File: src/rtl/keypad_pkg.sv
// keypad_pkg: FSM and scan-result types plus lock-function key codes for the keypad scanner
package keypad_pkg;
  typedef enum logic [1:0] {IDLE, DEBOUNCE, OUTPUT, HELD} state_t;
  typedef enum logic [1:0] {NONE, SINGLE, MULTI} scan_t;
  localparam logic [3:0] KEY_ENTER = 4'hC;
  localparam logic [3:0] KEY_CLEAR = 4'hD;
  localparam logic [3:0] KEY_SETPW = 4'hE;
  localparam logic [3:0] KEY_SPARE = 4'hF;
endpackage

File: src/rtl/keypad_row_scan.sv
// keypad_row_scan: row divider/drive, 2-flop column sync, per-scan NONE/SINGLE/MULTI classification with scan_tick, result, code
module keypad_row_scan import keypad_pkg::*; #(
  parameter int SCAN_DIV = 50000
) (
  input  logic       clk,
  input  logic       rst,
  input  logic [3:0] col_in,
  output logic [3:0] row_out,
  output logic       scan_tick,
  output scan_t      result,
  output logic [3:0] code
);
  localparam int DW = $clog2(SCAN_DIV);
  logic [DW-1:0] div;
  logic [1:0] row, col_idx;
  logic [3:0] sync0, sync1, low, acc_code;
  logic last, hit, row_multi, acc_any, acc_multi, any_now, multi_now;
  assign last = div == DW'(SCAN_DIV - 1);
  assign low = ~sync1;
  assign hit = |low;
  assign row_multi = |(low & (low - 4'd1));
  assign col_idx = low[0] ? 2'd0 : low[1] ? 2'd1 : low[2] ? 2'd2 : 2'd3;
  assign any_now = acc_any | hit;
  assign multi_now = acc_multi | row_multi | (acc_any & hit);
  assign row_out = ~(4'b0001 << row);
  always_ff @(posedge clk) begin
    if (!rst) begin
      div <= '0;
      row <= '0;
      sync0 <= '1;
      sync1 <= '1;
      acc_any <= 1'b0;
      acc_multi <= 1'b0;
      acc_code <= '0;
      scan_tick <= 1'b0;
      result <= NONE;
      code <= '0;
    end else begin
      sync0 <= col_in;
      sync1 <= sync0;
      div <= last ? '0 : div + DW'(1);
      scan_tick <= last && row == 2'd3;
      if (last) begin
        row <= row + 2'd1;
        acc_any <= row != 2'd3 && any_now;
        acc_multi <= row != 2'd3 && multi_now;
        acc_code <= hit ? {row, col_idx} : acc_code;
        if (row == 2'd3) begin
          result <= multi_now ? MULTI : any_now ? SINGLE : NONE;
          code <= hit ? {row, col_idx} : acc_code;
        end
      end
    end
  end
endmodule

File: src/rtl/keypad_scanner.sv
// keypad_scanner: debounced 4x4 keypad front end, one valid/ready key event per press; KEYPAD_AUTOREPEAT_EN adds auto-repeat
module keypad_scanner import keypad_pkg::*; #(
  parameter int SCAN_DIV = 50000,
  parameter int DEBOUNCE_SCANS = 5
`ifdef KEYPAD_AUTOREPEAT_EN
  , parameter int REPEAT_DELAY = 125
  , parameter int REPEAT_RATE = 25
`endif
) (
  input  logic       clk,
  input  logic       rst,
  output logic [3:0] row_out,
  input  logic [3:0] col_in,
  output logic [3:0] key_code,
  output logic       key_valid,
  input  logic       key_ready,
  output logic       key_down
);
  localparam logic [7:0] DB = 8'(DEBOUNCE_SCANS);
  state_t state, state_n;
  scan_t result;
  logic scan_tick, match;
  logic [3:0] code, cand, cand_n;
  logic [7:0] cnt, cnt_n, rel_cnt, rel_n;
  keypad_row_scan #(.SCAN_DIV(SCAN_DIV)) u_scan (
    .clk(clk),
    .rst(rst),
    .col_in(col_in),
    .row_out(row_out),
    .scan_tick(scan_tick),
    .result(result),
    .code(code)
  );
  assign match = scan_tick && result == SINGLE && code == cand;
  assign key_valid = state == OUTPUT;
  assign key_code = cand;
  assign key_down = state == OUTPUT || state == HELD;
`ifdef KEYPAD_AUTOREPEAT_EN
  localparam logic [7:0] RD = 8'(REPEAT_DELAY);
  localparam logic [7:0] RR = 8'(REPEAT_RATE);
  logic [7:0] hold, hold_n;
  logic rep, rep_n, rep_hit;
  always_ff @(posedge clk) begin
    if (!rst) begin
      hold <= '0;
      rep <= 1'b0;
    end else begin
      hold <= hold_n;
      rep <= rep_n;
    end
  end
  always_comb begin
    hold_n = hold;
    rep_n = rep;
    rep_hit = 1'b0;
    if (state == IDLE || state == DEBOUNCE) begin
      hold_n = '0;
      rep_n = 1'b0;
    end else if (scan_tick) begin
      hold_n = match ? hold + 8'd1 : '0;
      rep_n = match & rep;
      if (match && hold_n == (rep ? RR : RD)) begin
        hold_n = '0;
        rep_n = 1'b1;
        rep_hit = state == HELD;
      end
    end
  end
`endif
  always_ff @(posedge clk) begin
    if (!rst) begin
      state <= IDLE;
      cand <= '0;
      cnt <= '0;
      rel_cnt <= '0;
    end else begin
      state <= state_n;
      cand <= cand_n;
      cnt <= cnt_n;
      rel_cnt <= rel_n;
    end
  end
  always_comb begin
    state_n = state;
    cand_n = cand;
    cnt_n = cnt;
    rel_n = rel_cnt;
    case (state)
      IDLE: if (scan_tick && result == SINGLE) begin
        cand_n = code;
        cnt_n = 8'd1;
        rel_n = '0;
        state_n = DB == 8'd1 ? OUTPUT : DEBOUNCE;
      end
      DEBOUNCE: if (scan_tick) begin
        cnt_n = cnt + 8'd1;
        state_n = !match ? IDLE : cnt_n == DB ? OUTPUT : DEBOUNCE;
      end
      OUTPUT: state_n = key_ready ? HELD : OUTPUT;
      HELD: state_n = rel_cnt == DB ? IDLE : HELD;
      default: state_n = IDLE;
    endcase
    if ((state == OUTPUT || state == HELD) && scan_tick)
      rel_n = result != NONE ? '0 : rel_cnt == DB ? rel_cnt : rel_cnt + 8'd1;
`ifdef KEYPAD_AUTOREPEAT_EN
    if (rep_hit && state_n == HELD) state_n = OUTPUT;
`endif
  end
endmodule

File: config.mk
export PLATFORM = sky130hd
export DESIGN_NAME = keypad_scanner
export DESIGN_NICKNAME = d
export VERILOG_FILES = /design/src/rtl/keypad_pkg.sv /design/src/rtl/keypad_row_scan.sv /design/src/rtl/keypad_scanner.sv
export SDC_FILE = /design/constraint.sdc
export NUM_CORES = 1
export LEC_CHECK = 0
export CORE_ASPECT_RATIO = 1.25
export CORE_MARGIN = 8
export CORE_UTILIZATION = 42
export DETAILED_ROUTE_END_ITERATION = 12
export GPL_TIMING_DRIVEN = 1
export PLACE_DENSITY_LB_ADDON = 0.25
export SLEW_MARGIN = 20
export SYNTH_ARGS = -nofsm -noshare
export SYNTH_HDL_FRONTEND = slang
export SYNTH_SLANG_ARGS = --single-unit
File: constraint.sdc
create_clock -name clk -period 1.7 [get_ports clk]
set_input_delay 0.255 -clock clk [delete_from_list [all_inputs] [get_ports clk]]
set_output_delay 0.255 -clock clk [all_outputs]
set_load 0.05 [all_outputs]
======== After elaboration in Yosys (flattened, before gate mapping) ========
Index checks and enable logic that the tools add are counted.
W data, S select, Z words.
cells by class
  eq/ne operators ......................... 13
  shifts and indexed selects .............. 1
  add/subtract/negate cells ............... 5
  mux-type cells .......................... 21
  reductions and logical operators ........ 20
  bitwise logic cells ..................... 8
operators with widths
  operator                 number
  $mux W8                  7
  $add A16 B1 Y16 const B  1
  $add A8 B1 Y8 const B    2
  $eq A16 B16 Y1 const B   1
  $eq A8 B3 Y1 const B     2
  $mux W2                  8
  $pmux W8 S2              1
  $not A4 Y4               2
  $pmux W2 S4              1
  $reduce_bool A2 Y1       4
  $reduce_or A4 Y1         2
  $eq A2 B2 Y1 const B     3
  $logic_and A1 B1 Y1      6
  $reduce_and A2 Y1        3
  $reduce_and A3 Y1        2
  $and A4 B4 Y4            1
  $eq A2 B1 Y1 const B     2
  $eq A4 B4 Y1             1
  $mux W4                  1
  $ne A2 B2 Y1 const B     2
  $shl A1 B2 Y4 const A    1
  $sub A4 B1 Y4 const B    1
  $mux W1                  3
  $ne A3 B2 Y1 const B     1
  8 further kinds          10
storage, ports and cells
  output and inout bits ................... 10
  word-level logic and storage cells ...... 82
  register bits ........................... 61

======== Logic depth before layout (Yosys ltp) ========
Gate-level depths: netlist (run 1).
  depth after elaboration ................. 7
  depth in mapped cells ................... 7
  mapped depth without buffers ............ 6

======== Cells and area by module ========
Synthesis (run 1) repeated with hierarchy kept, for this count alone.
unflattened totals
  cell total of the unflattened synthesis .. 344
  area, all modules ....................... 3014.1 µm²
modules (own cells, without submodules)
  module           seq. area each (µm²)  instances  cells each  area an instance (µm²)
  keypad_row_scan  780.7                 1          181         1682.9
  keypad_scanner   440.4                 1          163         1331.3

======== Least setup slack after synthesis (run 1) ========
OpenSTA, ideal clock, no wires.
  path type ............................... register to register
  from .................................... register rel_cnt[1]
  to ...................................... register rel_cnt[3]
  arrival ................................. 1.574 ns
  cell stages (with the launch flop) ...... 8
  required time ........................... 1.628 ns
  library setup time ...................... 0.072 ns
  setup slack ............................. 0.054 ns
  path through ............................ dfxtp_1 inv_1 ha_1 nor4b_1 and3_1 clkbuf_2 or4_1 a21oi_1
between the ends
  cells in the longest elaborated chain, start to end .. 4
RTL lines
  item                    RTL line               RTL
  start, declared         keypad_scanner.sv:24   logic [7:0] cnt, cnt_n, rel_cnt, rel_n;
  start signal, assigned  keypad_scanner.sv:80   rel_cnt <= rel_n;
  $add A8 B1 Y8           keypad_scanner.sv:104  rel_n = result != NONE ? '0 : rel_cnt == DB ? rel_cnt : rel_cnt + 8'd1;
  $mux W8 (2 in series)   keypad_scanner.sv:104
  $mux W8                 keypad_scanner.sv:103  if ((state == OUTPUT || state == HELD) && scan_tick)
Several ways; a longest one is shown, not always the timed one. The select of a mux whose other input is x is not followed.
A chain may end at the register's enable or synchronous reset.

======== Worst setup path after layout (run 1) ========
  from .................................... register rel_cnt[0]
  to ...................................... register rel_cnt[3]
The elaborated chain is that of the path after synthesis.

==> results of run 1 <==
-- cell type report --
| cell class | count | area, µm² |
|---|---|---|
| repair buffers | 42 | 418 |
| clock buffers | 10 | 138 |
| fillers | 636 | 3040 |
| flip-flops and latches | 61 | 1220 |
| multi-input cells | 249 | 1560 |
| well taps | 87 | 109 |
| clock inverters | 6 | 70.1 |
| inverters | 13 | 48.8 |
-- registers in the layout (all words and copies together), names as in the netlist --
signal	count
cnt	8
key_code	4
rel_cnt	8
state	2
u_scan.acc_any	1
u_scan.acc_code	4
u_scan.acc_multi	1
u_scan.code	4
u_scan.div	16
u_scan.result	2
u_scan.row	2
u_scan.scan_tick	1
u_scan.sync0	4
u_scan.sync1	4
-- logic make-up (layout without fill, tap and decap cells) --
logic type                 after synthesis  after routing  share of synthesized area
xor gates and xnor gates                17             17                     0.0518
AOI/OAI and AO/OA                       76             76                      0.153
adders and majority gates               10             10                     0.0426
and+or+nand+nor                        146            146                      0.285
buffers and inverters                   28             71                     0.0431
DFF                                     61             61                      0.425
-- what timing repair did --
item	CTS	global route
resized for setup	3	7
endpoints found under the setup margin	8	18
buffers inserted	0	1
-- per-layer routing --
| layer | global-route usage | vias up |
|---|---|---|
| met3 | 0.0326 | 8 |
| met5 | 0 | - |
| met2 | 0.232 | 46 |
| met1 | 0.142 | 1183 |
| li1 | - | 1293 |
| met4 | 0.0656 | 0 |
-- synth_stat cells, types with 7 or more instances --
library cell	number	area (µm²)
o21ai_0	20	100
nand3_1	24	120
xor2_1	11	96.3
inv_1	13	48.8
dfxtp_1	61	1220
clkbuf_1	7	26.3
or3_1	9	56.3
ha_1	9	113
nor3_1	8	40.0
nand2b_1	9	56.3
nand4_1	9	56.3
nor2_1	22	82.6
nand2_1	25	93.8
a21oi_1	32	160
-- worst min-delay path by stage --
stage	start	endpoint	slack, ps	cells after the start
after floorplan	rst	u_scan.sync0[0]	330	1
after global placement	u_scan.sync0[0]	u_scan.sync1[0]	390	1
after detailed placement	u_scan.sync0[3]	u_scan.sync1[3]	400	1
after CTS	u_scan.sync0[3]	u_scan.sync1[3]	420	1
after global routing	u_scan.sync0[3]	u_scan.sync1[3]	430	1
final	u_scan.sync0[3]	u_scan.sync1[3]	420	1
-- report_power, final --
group	switching [mW]	internal (mW)	leakage, nW	total, mW
combinational	0.0482	0.0441	0.707	0.0923
clock	0.612	0.726	0.0955	1.34
sequential	0.0113	1.44	0.495	1.45
total	0.672	2.21	1.30	2.89
-- per-stage QoR --
stage	worst slack, ps	instance area [µm²]	hold slack [ps]	instances	TNS [ps]
after floorplan	53.9	2880	328	338	0
after global placement	68.7	3320	394	451	0
after detailed placement	-0.879	3320	402	451	-0.879
after CTS	28.2	3530	421	467	0
after global routing	1.75	3570	433	468	0
final	91.7	3570	416	468	0
==> run metrics, run 1 <==
status=finished clean; Slew Viols, Final=0; FP Rows=33; Slew @ Worst Pin=569 ps; most common cell after layout, fill and taps aside=dfxtp_1; slowest stage delay, CP=470 ps; met3 routed WL=242 µm; largest net degree at the start of global routing=16; Post-Syn Instances=~340; chip width=90.0 µm; Post-synth top flop=dfxtp_1; slew margin rel.=0.618; synthesized area=2880 µm²; Die ar.=9770 µm²; Max-Cap Viols=0; first-pass GRT wire length=10700 µm; Initial DRT Pass Iterations=4; async set or reset register ratio after synthesis=0; Final min period=around 1600 ps; Clk Latency, worst-skew pair=around 340 ps; most frequent cells in the layout=dfxtp_1 (59), a21oi_1 (32), buf_4 (29); DR top layer=met4; Final Hold Viols=0; Startpoint Class=flip-flop; CTS H-tree lvls=3; CTS max path bufs=2; clk_skew=12.2 ps; I/O Buffers=16; R2R Setup Slk=90 ps; CP Data Required Time=1960 ps; crit path max-delay cell type=or4_1; hold crit path type=reg -> reg; post-route ant nets=0; post-layout util=0.541; routed wl met2=between 3000 and 4000 µm; CP Capture Type=flip-flop; critical path's top delay family=simple AND/OR/NAND/NOR gates; post-DP HPWL=4420 µm; cell breakdown of the critical path=ha_1, nor4b_2, and3_1, or4_1, a21oi_1; vias in the first global route=2441; RD Place Congestion=0.817; average wire per standard cell=13.1 µm; peak supply drop=0.549 mV; CP bufs+invs=0; GRT Total Usage=0.130; CP Capture Point=rel_cnt[3]; layout cells sized above 1=0.173; Initial Utilization=0.435; total CTS buffers=9; number of diodes=0; RSZ-0062 raised after global routing=false; endpoints failing setup=0; Power Dens Cells=808 nW/µm²; synthesized net count=approximately 350; Crit Path Max Fanout=7; CTS tree=built; vias after detailed routing=2530; path depth of the worst reg2reg path=5; WP depth=5; # hold bufs at CTS=0; initial antenna violation count=0; TritonCTS Sinks=61; f_max=0.622 GHz; nets=392; post-route DRC violation count=0; 1st-iter DRT viols=90; WL final=6110 µm; Root Buffer=clkbuf_8; core area=between 6000 and 7000 µm²; Worst R2R Start=rel_cnt[0]; Area growth syn-to-layout=24.2%; die height=109 µm; Tot Pwr=2.89 mW; post-synthesis sequential area ratio=0.425; Setup CP Type=reg -> reg; M1 WL=2700 µm; post-synthesis register bit count=61; Distinct cells, synth=49; I/O Pins=17; routed vias/inst=5.41; Post-synth EDFFs=0; Crit path arrival time=1870 ps; Final period util=0.946; worst r2r dst=rel_cnt[3]; total grt overflow=0; Worst-path clk slew=around 70 ps; Setup crit start=rel_cnt[0]; Synth Area per Inst=8.51 µm²; Yosys warnings=0; Leakage=1.30 nW
Power figures use the tool's default switching activity.
==> run 2, diff against run 1 <==
--- a/config.mk
+++ b/config.mk
@@ -6,7 +6,7 @@
 export NUM_CORES = 1
 export LEC_CHECK = 0
 export CORE_ASPECT_RATIO = 1.25
-export CORE_MARGIN = 8
+export CORE_MARGIN = 2
 export CORE_UTILIZATION = 42
 export DETAILED_ROUTE_END_ITERATION = 12
 export GPL_TIMING_DRIVEN = 1
==> constraint.sdc (replaced) <==
create_clock -name clk -period 1.35 [get_ports clk]
set_input_delay 0.2025 -clock clk [delete_from_list [all_inputs] [get_ports clk]]
set_output_delay 0.2025 -clock clk [all_outputs]
set_load 0.05 [all_outputs]
==> run 2 against run 1 <==
The run now ends with negative setup slack left; via count grew 15%; first-iteration DRC count rose by 11%; cell count increased by 14%; combinational power increased by 73%; critical path depth up 1; flip-flop and latch count is the same; power rose by 32%; register-to-register slack worse by 240 ps; count of clock-buffer cells in the layout is 1 lower; maximum frequency increased by 7.4%; clock skew shrank 2.2 ps; largest cell class unchanged; largest power group is now the clock network.
==> run metrics, run 2 (synthesized netlist as in run 1, its figures left out) <==
status=finished with violations; failing checks=negative setup slack; chip width=78.0 µm (-13%); max FFs per register=16 (unchanged); CP Data Required Time=1540 ps (-420 ps); sequential share of power=0.478 (-0.026); Startpoint Class=flip-flop; worst r2r dst=state[0]; WL final=7960 µm (+30%); slowest stage delay, CP=430 ps (-40 ps); initial antenna violation count=0 (unchanged); average wire per standard cell=14.9 µm (+14%); core area=6610 µm² (unchanged); I/O Buffers=16 (unchanged); Clk Latency, worst-skew pair=340 ps (about the same); routed wl met2=4340 µm (+42%); nets=457 (+17%); Initial Utilization=0.435 (unchanged); RD Place Congestion=0.807 (-1.2%); peak supply drop=0.737 mV (+34%); Setup CP Type=reg -> reg; combinational power share=0.042 (+0.010); 1st-iter DRT viols=100 (+11%); Root Buffer=clkbuf_8; R2R Setup Slk=-150 ps (-240 ps); Largest regs=u_scan.div (16), cnt (8), rel_cnt (8); total CTS buffers=9 (unchanged); DR top layer=met4; Hold Startpoint=u_scan.sync0[0]; I/O Pins=17 (unchanged); Max-Cap Viols=0 (unchanged); path depth of the worst reg2reg path=6 (+1); post-DP HPWL=4770 µm (+7.8%); Switching Share=0.229 (-0.00381); cell breakdown of the critical path=inv_2, ha_1, nand2b_1, or4_4, o211ai_1, a221oi_1; Slew @ Worst Pin=555 ps (-14.6 ps); number of diodes=0 (unchanged); Worst-path clk slew=70 ps (about the same); largest net degree at the start of global routing=18 (+2); first-pass GRT wire length=12700 µm (+19%); vias after detailed routing=2904 (+15%); switching pwr=0.872 mW (+30%); final setup margin=-148 ps (-239 ps); Slew Viols, Final=0 (unchanged); Power Dens Cells=811 nW/µm² (+0.41%); RSZ-0062 raised after global routing=true; Final period util=1.11 (+0.163); Crit path arrival time=1690 ps (-180 ps); Crit Path Max Fanout=3 (-4); vias in the first global route=2906 (+19%); routed vias/inst=5.45 (+0.78%); Worst R2R Start=cnt[0]; slew margin rel.=0.630 (+0.0119); Leakage=1.71 nW (+32%); CTS H-tree lvls=3 (unchanged); Final Hold Viols=0 (unchanged); worst hold stages=1 (unchanged); post-route DRC violation count=0 (unchanged); layout cells sized above 1=0.504 (+0.331); Top reg by flops=u_scan.div; TritonCTS Sinks=61 (unchanged); Setup crit start=cnt[0]; setup tns final=-2850 ps (-2850 ps); GRT Total Usage=0.213 (+0.0822); # fillers=470 (-26%); die height=96.5 µm (-11%); Final Hold Slack=413 ps (-3.18 ps); crit path max-delay cell type=or4_4; Die ar.=7530 µm² (-23%); # hold bufs at CTS=0 (unchanged); Final min period=1500 ps (-111 ps); clk_skew=9.94 ps (-2.23 ps); hold crit path type=reg -> reg; total grt overflow=0 (unchanged); internal power=2.94 mW (+33%); Tot Pwr=3.81 mW (+32%); f_max=0.668 GHz (+7.4%); met3 routed WL=281 µm (+16%); CP Capture Type=flip-flop; post-route ant nets=0 (unchanged); most common cell after layout, fill and taps aside=buf_4; most frequent cells in the layout=buf_4 (69), dfxtp_1 (31), dfxtp_2 (25); FP Rows=33 (unchanged); CTS tree=built; Area growth syn-to-layout=63.2%; CP Capture Point=state[0]; M1 WL=3210 µm (+19%); Initial DRT Pass Iterations=5 (+1); CTS max path bufs=2 (unchanged); Clock power frac=0.480 (+0.016); endpoints failing setup=43 (+43)
run 2: cell count changes in the layout (fill, tap and decap cells not counted), sizes merged:
cell,before,now
buf,36,101
clkinv,0,3
inv,15,13
bufinv,1,2
clkbuf,10,9
clkinvlp,3,2
run 2: worst min-delay path by stage:
| stage | end | slack (ps) |
|---|---|---|
| after detailed placement | u_scan.sync1[0] | 400 |
| after CTS | u_scan.sync0[2] | 410 |
| after global routing | u_scan.sync0[1] | 420 |
| final | u_scan.sync1[0] | 410 |
| after floorplan | u_scan.sync0[0] | 280 |
| after global placement | u_scan.sync1[1] | 390 |
run 2: final cells by class:
class | count | area (µm²) | area share
Multi-Input combinational cell | 249 | 1990 | 0.425
Sequential cell | 61 | 1270 | 0.271
Timing Repair Buffer | 107 | 1030 | 0.220
Clock buffer | 9 | 124 | 0.0264
Tap cell | 87 | 109 | 0.0232
Clock inverter | 7 | 98.8 | 0.0211
Inverter | 13 | 62.6 | 0.0133
run 2: metal layers:
metal	vias up	global-route usage
met5	-	0
met4	0	0.0965
met3	14	0.0418
met2	71	0.414
met1	1392	0.220
li1	1427	-
run 2: per-stage QoR:
stage | util | worst slack (ps) | cells | area (µm²)
3_3_place_gp | 0.583 | -151 | 500 | 3850
3_5_place_dp | 0.583 | -128 | 500 | 3850
5_1_grt | 0.710 | -236 | 533 | 4690
6_report | 0.710 | -148 | 533 | 4690
4_1_cts | 0.661 | -88.4 | 527 | 4360
2_1_floorplan | - | -157 | 338 | 3010
run 2: what timing repair did:
item,CTS,global route
buffers inserted,10,8
resized for setup,62,77
pin swaps,22,33
cloned,1,0
endpoints found under the setup margin,51,54
run 2: critical path, delay by kind of cell, from the launching register on:
kind            cells  cell delay (ps)
simple gates        2              510
flops               1              340
buf+inv             1               60
compound gates      2              290
fa+ha+maj           1              160
run 2: power by group through the flow:
stage / Sequential, mW / Clock [mW] / Combinational (mW)
finish: 1.82 / 1.83 / 0.160
global route: 1.82 / 1.94 / 0.173
CTS: 1.82 / 1.86 / 0.149
detailed placement: 1.87 / 0 / 0.143
global placement: 1.87 / 0 / 0.141
floorplan: 1.87 / 0 / 0.0630
